==> config.mk <==
export PLATFORM = sky130hd
export DESIGN_NAME = baud_tick_ctrl_flat
export DESIGN_NICKNAME = d
export VERILOG_FILES = /design/src/rtl/baud_tick_ctrl_pkg.sv /design/src/rtl/baud_tick_ctrl_if.sv /design/src/rtl/baud_tick_ctrl_tick_counter.sv /design/src/rtl/baud_tick_ctrl.sv /design/src/flat_wrapper.sv
export SDC_FILE = /design/constraint.sdc
export NUM_CORES = 1
export LEC_CHECK = 0
export ABC_AREA = 1
export BUFFER_PORTS_ARGS = -buffer_cell sky130_fd_sc_hd__buf_2
export CORE_MARGIN = 4
export CORE_UTILIZATION = 53
export DETAILED_ROUTE_END_ITERATION = 10
export PLACE_DENSITY = 0.77
export SYNTH_ARGS = -nofsm -noshare
export SYNTH_HDL_FRONTEND = slang
export SYNTH_HIERARCHICAL = 1
export SYNTH_SLANG_ARGS = --single-unit
==> constraint.sdc <==
create_clock -name clk -period 2.1 [get_ports clk]
set_input_delay 0.525 -clock clk [delete_from_list [all_inputs] [get_ports clk]]
set_output_delay 0.525 -clock clk [all_outputs]
set_load 0.02 [all_outputs]
==> src/rtl/baud_tick_ctrl_pkg.sv <==
// baud_ctrl_pkg: shared types and constants for the baud tick controller.
//   state_e : controller FSM states (STOP, RUN, PEND, LOAD)
//   DIV_MIN : smallest legal divisor; smaller offers are raised to this
package baud_ctrl_pkg;

    typedef enum logic [1:0] {
        STOP = 2'd0,
        RUN  = 2'd1,
        PEND = 2'd2,
        LOAD = 2'd3
    } state_e;

    localparam int unsigned DIV_MIN = 2;

endpackage

==> src/rtl/baud_tick_ctrl_if.sv <==
// baud_tick_ctrl_if: divisor-change handshake between software-side
// configuration logic (master) and the tick controller (slave).
//   cfg_valid : master offers cfg_div
//   cfg_div   : offered divisor, DIV_W bits
//   cfg_ready : controller can accept a divisor this cycle
interface baud_tick_ctrl_if #(
    parameter int DIV_W = 17
);
    logic             cfg_valid;
    logic [DIV_W-1:0] cfg_div;
    logic             cfg_ready;

    modport master (output cfg_valid, output cfg_div, input  cfg_ready);
    modport slave  (input  cfg_valid, input  cfg_div, output cfg_ready);
endinterface

==> src/rtl/baud_tick_ctrl_tick_counter.sv <==
// tick_counter: modulo-(i_last+1) counter with clear and count-enable.
//   clk, rst_n : clock, async active-low reset
//   i_clr      : synchronous clear (wins over i_en), also kills the wrap pulse
//   i_en       : advance the count this cycle
//   i_last     : terminal count (N-1)
//   o_last     : combinational, the counter wraps on the coming edge
//   o_wrap     : registered one-cycle pulse, high in the cycle after a wrap
module tick_counter #(
    parameter int W = 17
) (
    input  logic         clk,
    input  logic         rst_n,
    input  logic         i_clr,
    input  logic         i_en,
    input  logic [W-1:0] i_last,
    output logic         o_last,
    output logic         o_wrap
);

    logic [W-1:0] r_cnt;
    logic         r_wrap;

    // Exposed so a downstream counter can advance on the same edge this
    // one wraps, keeping both registered pulses aligned.
    assign o_last = i_en && !i_clr && (r_cnt == i_last);
    assign o_wrap = r_wrap;

    always_ff @(posedge clk or negedge rst_n) begin
        if (!rst_n) begin
            r_cnt  <= '0;
            r_wrap <= 1'b0;
        end else if (i_clr) begin
            r_cnt  <= '0;
            r_wrap <= 1'b0;
        end else if (i_en) begin
            r_cnt  <= (r_cnt == i_last) ? '0 : r_cnt + 1'b1;
            r_wrap <= (r_cnt == i_last);
        end else begin
            r_wrap <= 1'b0;
        end
    end

endmodule

==> src/rtl/baud_tick_ctrl.sv <==
// baud_tick_ctrl: programmable oversample/bit tick generator with a
// run-time divisor-change handshake that never lands mid-frame.
//   clk, rst_n  : clock, async active-low reset
//   i_en        : run enable; low stops and clears tick generation
//   i_busy      : a TX or RX frame is in flight
//   cfg         : divisor handshake (baud_tick_ctrl_if.slave)
//   o_tick      : oversample tick, one-cycle pulse every o_div cycles
//   o_bit_tick  : one-cycle pulse on every OVS-th o_tick
//   o_div       : active divisor
//   o_pend      : a divisor is accepted but waiting for i_busy low
// Build option: BAUD_CTRL_BIT_TICK_EN enables the OVS bit sub-counter;
// without it o_bit_tick is tied 0.
module baud_tick_ctrl
    import baud_ctrl_pkg::*;
#(
    parameter int DIV_W   = 17,
    parameter int DEF_DIV = 100_000,
    parameter int OVS     = 16
) (
    input  logic             clk,
    input  logic             rst_n,
    input  logic             i_en,
    input  logic             i_busy,
    baud_tick_ctrl_if.slave  cfg,
    output logic             o_tick,
    output logic             o_bit_tick,
    output logic [DIV_W-1:0] o_div,
    output logic             o_pend
);

    state_e           r_state, w_nxt;
    logic [DIV_W-1:0] r_div, r_hold;
    logic [DIV_W-1:0] w_div_clamp, w_div_last;
    logic             w_xfer, w_clr, w_cnt_en, w_main_last;

    assign cfg.cfg_ready = (r_state == STOP) || (r_state == RUN);
    assign w_xfer        = cfg.cfg_valid && cfg.cfg_ready;
    assign w_div_clamp   = (cfg.cfg_div < DIV_W'(DIV_MIN)) ? DIV_W'(DIV_MIN) : cfg.cfg_div;
    assign w_div_last    = r_div - DIV_W'(1);
    assign o_div         = r_div;
    assign o_pend        = (r_state == PEND);

    always_ff @(posedge clk or negedge rst_n) begin
        if (!rst_n) r_state <= STOP;
        else        r_state <= w_nxt;
    end

    always_comb begin
        w_nxt = r_state;
        case (r_state)
            STOP: if (i_en) w_nxt = RUN;
            // A divisor accepted while disabling still goes through LOAD,
            // so it is applied rather than lost.
            RUN: begin
                if (w_xfer)     w_nxt = (i_busy && i_en) ? PEND : LOAD;
                else if (!i_en) w_nxt = STOP;
            end
            PEND: if (!i_busy || !i_en) w_nxt = LOAD;
            LOAD: w_nxt = i_en ? RUN : STOP;
            default: w_nxt = STOP;
        endcase
    end

    // Clearing on the edge that enters STOP/LOAD suppresses any wrap on
    // that edge; holding clear through LOAD restarts the count at the
    // edge the new divisor takes effect.
    assign w_clr    = (r_state == LOAD) || (w_nxt == STOP) || (w_nxt == LOAD);
    assign w_cnt_en = (r_state == RUN) || (r_state == PEND);

    always_ff @(posedge clk or negedge rst_n) begin
        if (!rst_n) begin
            r_div  <= DIV_W'(DEF_DIV);
            r_hold <= DIV_W'(DEF_DIV);
        end else begin
            if (w_xfer) r_hold <= w_div_clamp;
            if (w_xfer && r_state == STOP) r_div <= w_div_clamp;
            else if (r_state == LOAD)      r_div <= r_hold;
        end
    end

    tick_counter #(.W(DIV_W)) u_div_cnt (
        .clk    (clk),
        .rst_n  (rst_n),
        .i_clr  (w_clr),
        .i_en   (w_cnt_en),
        .i_last (w_div_last),
        .o_last (w_main_last),
        .o_wrap (o_tick)
    );

`ifdef BAUD_CTRL_BIT_TICK_EN
    localparam int BIT_W = (OVS > 1) ? $clog2(OVS) : 1;
    logic w_bit_last_unused;

    // Advances on the edge that raises o_tick, so the bit pulse lands in
    // the same cycle as the OVS-th oversample tick.
    tick_counter #(.W(BIT_W)) u_bit_cnt (
        .clk    (clk),
        .rst_n  (rst_n),
        .i_clr  (w_clr),
        .i_en   (w_main_last),
        .i_last (BIT_W'(OVS - 1)),
        .o_last (w_bit_last_unused),
        .o_wrap (o_bit_tick)
    );
`else
    localparam int OVS_UNUSED = OVS;
    assign o_bit_tick = 1'b0;
`endif

endmodule

==> src/flat_wrapper.sv <==
// flat-port wrapper written by rule: the top's interface ports become plain ports
module baud_tick_ctrl_flat import baud_ctrl_pkg::*;
#(
    parameter int DIV_W   = 17,
    parameter int DEF_DIV = 100_000,
    parameter int OVS     = 16
)
  (clk, rst_n, i_en, i_busy, o_tick, o_bit_tick, o_div, o_pend, cfg_cfg_valid, cfg_cfg_div, cfg_cfg_ready);
  baud_tick_ctrl_if #(.DIV_W(DIV_W)) cfg_i ();
  input  logic clk;
  input  logic rst_n;
  input  logic i_en;
  input  logic i_busy;
  output logic o_tick;
  output logic o_bit_tick;
  output logic [DIV_W-1:0] o_div;
  output logic o_pend;
  input wire logic [$bits(cfg_i.cfg_valid)-1:0] cfg_cfg_valid;
  input wire logic [$bits(cfg_i.cfg_div)-1:0] cfg_cfg_div;
  output wire logic [$bits(cfg_i.cfg_ready)-1:0] cfg_cfg_ready;
  assign cfg_i.cfg_valid = cfg_cfg_valid;
  assign cfg_i.cfg_div = cfg_cfg_div;
  assign cfg_cfg_ready = cfg_i.cfg_ready;
  baud_tick_ctrl #(.DIV_W(DIV_W), .DEF_DIV(DEF_DIV), .OVS(OVS)) u_core (.clk(clk), .rst_n(rst_n), .i_en(i_en), .i_busy(i_busy), .cfg(cfg_i), .o_tick(o_tick), .o_bit_tick(o_bit_tick), .o_div(o_div), .o_pend(o_pend));
endmodule
Yosys cells after proc, flatten, opt, wreduce, memory -nomap -nowiden. Cells that the tools add are included.

Output and inout bits: 21. Input bits: 22. Register bits after elaboration: 54.

Equality and inequality tests: 5. Mux-type cells: 15. Add/sub/neg operators: 2. Order comparisons: 1. Reductions and logical operators: 14.

Operators with widths (number): $mux W17 (6); $add A17 B1 Y17 const B (1); $eq A17 B17 Y1 (1); $lt A17 B2 Y1 const B (1); $sub A17 B1 Y17 const B (1); $mux W2 (4); $pmux W2 S4 (1); $eq A2 B2 Y1 const B (3); $logic_or A1 B1 Y1 (5); $logic_not A2 Y1 (2); $mux W1 (4); $reduce_bool A2 Y1 (2); $logic_and A1 B1 Y1 (3); $eq A2 B1 Y1 const B (1); $logic_not A1 Y1 (2).

Depth between registers and ports, before layout.
Depth after elaboration: 9. Mapped depth: 17. Mapped depth without buffers: 16.

Cells and area by module. The synthesis kept the hierarchy.

By module, submodules not included: baud_tick_ctrl (cells each 282, seq. area each 915.9 µm², times used 1, area each 2090.8 µm²); tick_counter (cells each 202, seq. area each 450.4 µm², times used 1, area each 1432.6 µm²).

Worst setup path after synthesis. No wires, ideal clock.

Path kind: register to register. From: register u_core.r_state[0]. To: register u_core.u_div_cnt.r_cnt[5]. Library setup time: 0.123 ns. Clock period less this slack: 2.196 ns. Buffers on the path: 1. Slack: -0.096 ns. Stages on the path, launching flop included: 17. Arrival time: 2.073 ns. Path through: dfrtp_1 -> inv_1 -> ha_1 -> inv_1 -> nand2_1 -> nand2_1 -> nand2_1 -> nand2_1 -> nand2_1 -> nand2_1 -> nand3_1 -> nor2_2 -> inv_1 -> buf_2 -> nand2_1 -> xor2_1 -> a21oi_2.

Elaborated cells between the ends (all ways): 18. Classes of those cells: eq/ne (4); mux (6); reduce/logical (8).

RTL lines: from (decl) (RTL line baud_tick_ctrl.sv:31) `state_e r_state, w_nxt;`; from (signal assigned) (RTL line baud_tick_ctrl.sv:45) `else r_state <= w_nxt;`; $eq A2 B2 Y1 (*); via o_pend (RTL line flat_wrapper.sv:17) `output logic o_pend;`; $pmux W2 S4 (*) (RTL line baud_tick_ctrl.sv:50) `case (r_state)`; via u_core.w_nxt[0] (RTL line baud_tick_ctrl.sv:31); $logic_not A2 Y1 (RTL line baud_tick_ctrl.sv:67) `assign w_clr = (r_state == LOAD) || (w_nxt == STOP) || (w_nxt == LOAD);`; $logic_or A1 B1 Y1 (RTL line baud_tick_ctrl.sv:67); $logic_or A1 B1 Y1 (*) (RTL line baud_tick_ctrl.sv:67); via u_core.w_clr (RTL line baud_tick_ctrl.sv:34) `logic w_xfer, w_clr, w_cnt_en, w_main_last;`; $mux W17 / $reduce_bool A2 Y1 (equally long branches); to (signal assigned) (RTL line baud_tick_ctrl_tick_counter.sv:36) `r_cnt <= (r_cnt == i_last) ? '0 : r_cnt + 1'b1;`; to (decl) (RTL line baud_tick_ctrl_tick_counter.sv:20) `logic [W-1:0] r_cnt;`.

Mark *: on every way through the listed nets, which the timed path passes. The rest lies on a longest branch. A chain may end at the register's enable or synchronous reset.

Worst setup path in the final report.
From: register u_core.r_div[1], in the netlist u_core/o_div[1]. To: register u_core.u_div_cnt.r_cnt[4].

Word-level cells in the longest chain between the ends: 5.

Ends and longest elaborated chain: from (decl) (RTL line baud_tick_ctrl.sv:32) `logic [DIV_W-1:0] r_div, r_hold;`; from (signal assigned) (RTL line baud_tick_ctrl.sv:72) `r_div <= DIV_W'(DEF_DIV);`; from (signal assigned) (RTL line baud_tick_ctrl.sv:76) `if (w_xfer && r_state == STOP) r_div <= w_div_clamp;`; from (signal assigned) (RTL line baud_tick_ctrl.sv:77) `else if (r_state == LOAD) r_div <= r_hold;`; $sub A17 B1 Y17 (RTL line baud_tick_ctrl.sv:39) `assign w_div_last = r_div - DIV_W'(1);`; via u_core.w_div_last[11] (RTL line baud_tick_ctrl.sv:33) `logic [DIV_W-1:0] w_div_clamp, w_div_last;`; $eq A17 B17 Y1 (RTL line baud_tick_ctrl_tick_counter.sv:36); $mux W17 (RTL line baud_tick_ctrl_tick_counter.sv:36); $mux W17 (RTL line baud_tick_ctrl_tick_counter.sv:35) `end else if (i_en) begin`; $mux W17 (RTL line baud_tick_ctrl_tick_counter.sv:32) `end else if (i_clr) begin`.

The timed path passes the listed nets, and every way through them passes these cells. The select of a mux whose other input is x is not followed.

==> flow_metrics.env <==
export IMPL_status="finished, violations left"
export IMPL_violations="negative setup slack"
export IMPL_pin_count=43
export IMPL_post_route_min_period_ns=2.30
export IMPL_num_rows=29
export IMPL_synthCells=483
export IMPL_insertion_delay_ns=0.31
export IMPL_vias=3530
export IMPL_grt_use_total_pct=24.6
export IMPL_ys_warn_count=6
export IMPL_crit_required_ns=2.31
export IMPL_grt_pass1_vias=3285
export IMPL_path_clk_slew_ns=0.10
export IMPL_wirelength_mm=10.0
export IMPL_end_kind="flip-flop"
export IMPL_synthesis_nets=511
export IMPL_fmax_ghz=0.435
export IMPL_vias_per_cell=5.46
export IMPL_finalPower_w=0.00691
export IMPL_arrival_ns=2.51
export IMPL_die_h_um=89.5
export IMPL_grt_overflow=0
export IMPL_powerDensity_nw_per_um2=1530
export IMPL_dieArea_um2=8010
export IMPL_hold_ws_ns=0.178
export IMPL_dpl_worst_slack_ns=-0.243
export IMPL_peakVddDrop_mv=1.14
export IMPL_final_hold_viol_count=0
export IMPL_min_path_type="in -> async"
export IMPL_maxSlewViolCount=0
export IMPL_post_route_util_pct=70.7
export IMPL_start_util_pct=55.1
export IMPL_holdBufCountCts=0
export IMPL_root_buffer="clkbuf_8"
export IMPL_fin_crit_sh_pct=110
export IMPL_fin_skew_ns=0.00595
export IMPL_areaGrowthSynthToFinish_pct=28.3
export IMPL_cts_max_path_buffers=2
export IMPL_reg2reg_depth=13
export IMPL_cp_max_fo=6
export IMPL_die_x_um=89.5
export IMPL_final_area_um2=4520
export IMPL_grt_pass1_wl_mm=15.4
export IMPL_seqCellArea_um2=1380
export IMPL_wire_per_inst_um=15.5
export IMPL_p_leak_nw=2.13
export IMPL_multiInputGateArea_um2=2130
export IMPL_start_kind="flip-flop"
export IMPL_antenna_found_initial=0
export IMPL_grt_max_degree=55
export IMPL_setup_ws_ns=-0.201
export IMPL_clock_sinks=54
export IMPL_fill_cells=476
export IMPL_post_dp_hpwl_mm=6.37
export IMPL_post_dp_cell_area_um2=3980
export IMPL_avgSynthCellArea_um2=7.29
export IMPL_antenna_left=0
export IMPL_place_congestion=0.891
export IMPL_synth_area_um2=3520
export IMPL_max_cap_violations=0
export IMPL_drive_above_1_share_pct=35.3
export IMPL_worst_setup_path_type="reg -> reg"
export IMPL_htreeDepth=2
export IMPL_io_buffers=41
export IMPL_drt_iter0_markers=217
export IMPL_core_area_um2=6390
export IMPL_drc=0
export IMPL_cts_tree="yes"
export IMPL_setup_viol=18
export IMPL_final_net_count=597
export IMPL_drtPass1Iterations=5
export IMPL_rsz0062_at_grt="true"
export IMPL_numCtsBuffers=5
export IMPL_diodes=0
where the power goes:
part / internal [W] / switching, W / leakage (nW) / total (W)
Combinational: 0.00170 / 0.00259 / 1.41 / 0.00429
Sequential: 0.00151 / 0.000371 / 0.657 / 0.00188
Clock: 0.000362 / 0.000380 / 0.0587 / 0.000742
final cells by class:
type | instances | share of cell area [%]
multi-input cells | 366 | 47.3
flip-flops and latches | 54 | 30.5
repair buffers | 88 | 13.0
inverters | 54 | 4.57
well taps | 77 | 2.13
clock buffers | 5 | 1.52
clock inverters | 3 | 1.05
flip-flops by register name (all words and copies together), names as in the netlist:
| register | count |
|---|---|
| u_core/u_div_cnt/r_cnt | 17 |
| u_core/u_div_cnt/o_wrap | 1 |
| u_core/r_state | 2 |
| u_core/o_div | 17 |
| u_core/r_hold | 17 |
per-stage QoR:
step / instances / setup TNS (ns)
after floorplan: 483 / 0
after global placement: 616 / -0.878
after detailed placement: 616 / -2.00
after CTS: 639 / 0
after global routing: 647 / -5.15
final: 647 / -2.93
cells in the final DEF (no fill, tap or decap), types with 2 or more instances in the layout:
cell,n
dfrtp_1,35
a21oi_1,12
dfrtp_2,7
nor2_2,10
o21ai_1,10
inv_1,46
ha_2,3
xor2_2,5
buf_4,44
dfstp_2,12
a21oi_2,10
nand2_2,13
xor2_1,18
buf_12,2
nand2_1,146
o21ai_0,21
o22ai_1,3
clkbuf_8,5
nand3_4,2
inv_2,6
nand2_4,5
xnor2_1,7
nand4_1,4
buf_2,41
nor2_4,15
nor2_1,39
ha_1,2
nand3_1,18
nand3_2,4
nor3_2,6
nor3_1,3
critical path, stage by stage, from the launching register on:
cell and delay (ns):
dfrtp_1 0.45, nor2_2 0.20, nand2_2 0.12, nor3_4 0.17, xor2_1 0.29, inv_1 0.08, nand2_1 0.07, nand2_1 0.06
nor2_1 0.11, nand2_1 0.10, nor2_4 0.13, nand3_4 0.17, nand2_4 0.17, a21oi_2 0.06
routing by layer:
layer	global-route usage (%)	vias up	part of all wire [%]
met3	3.50	34	5.2
met1	31.7	1681	41
li1	-	1678	-
met5	0	-	0
met2	43.7	137	50
met4	5.82	0	3.4
path summary, 6_finish.rpt:
kind / endpoint / slack [ns] / startpoint
setup / recovery: u_core/u_div_cnt/r_cnt[4] / -0.20 / u_core/o_div[1]
hold / removal: u_core/u_div_cnt/r_cnt[2] / 0.18 / rst_n
setup reg to reg: u_core/u_div_cnt/r_cnt[4] / -0.20 / u_core/o_div[1]
hold reg to reg: u_core/r_hold[9] / 0.48 / u_core/r_hold[9]
max in group asynchronous: u_core/o_div[16] / 1.60 / rst_n
min in group clk: u_core/r_hold[10] / 0.42 / cfg_cfg_div[10]
timing repair:
action | in CTS | in global routing
gates resized for setup | 19 | 50
setup buffers | 13 | 8
gates cloned | 2 | 0
pin swaps | 9 | 22
setup endpoints to repair | 18 | 18
Note: power is estimated with default switching activity, not from simulation.
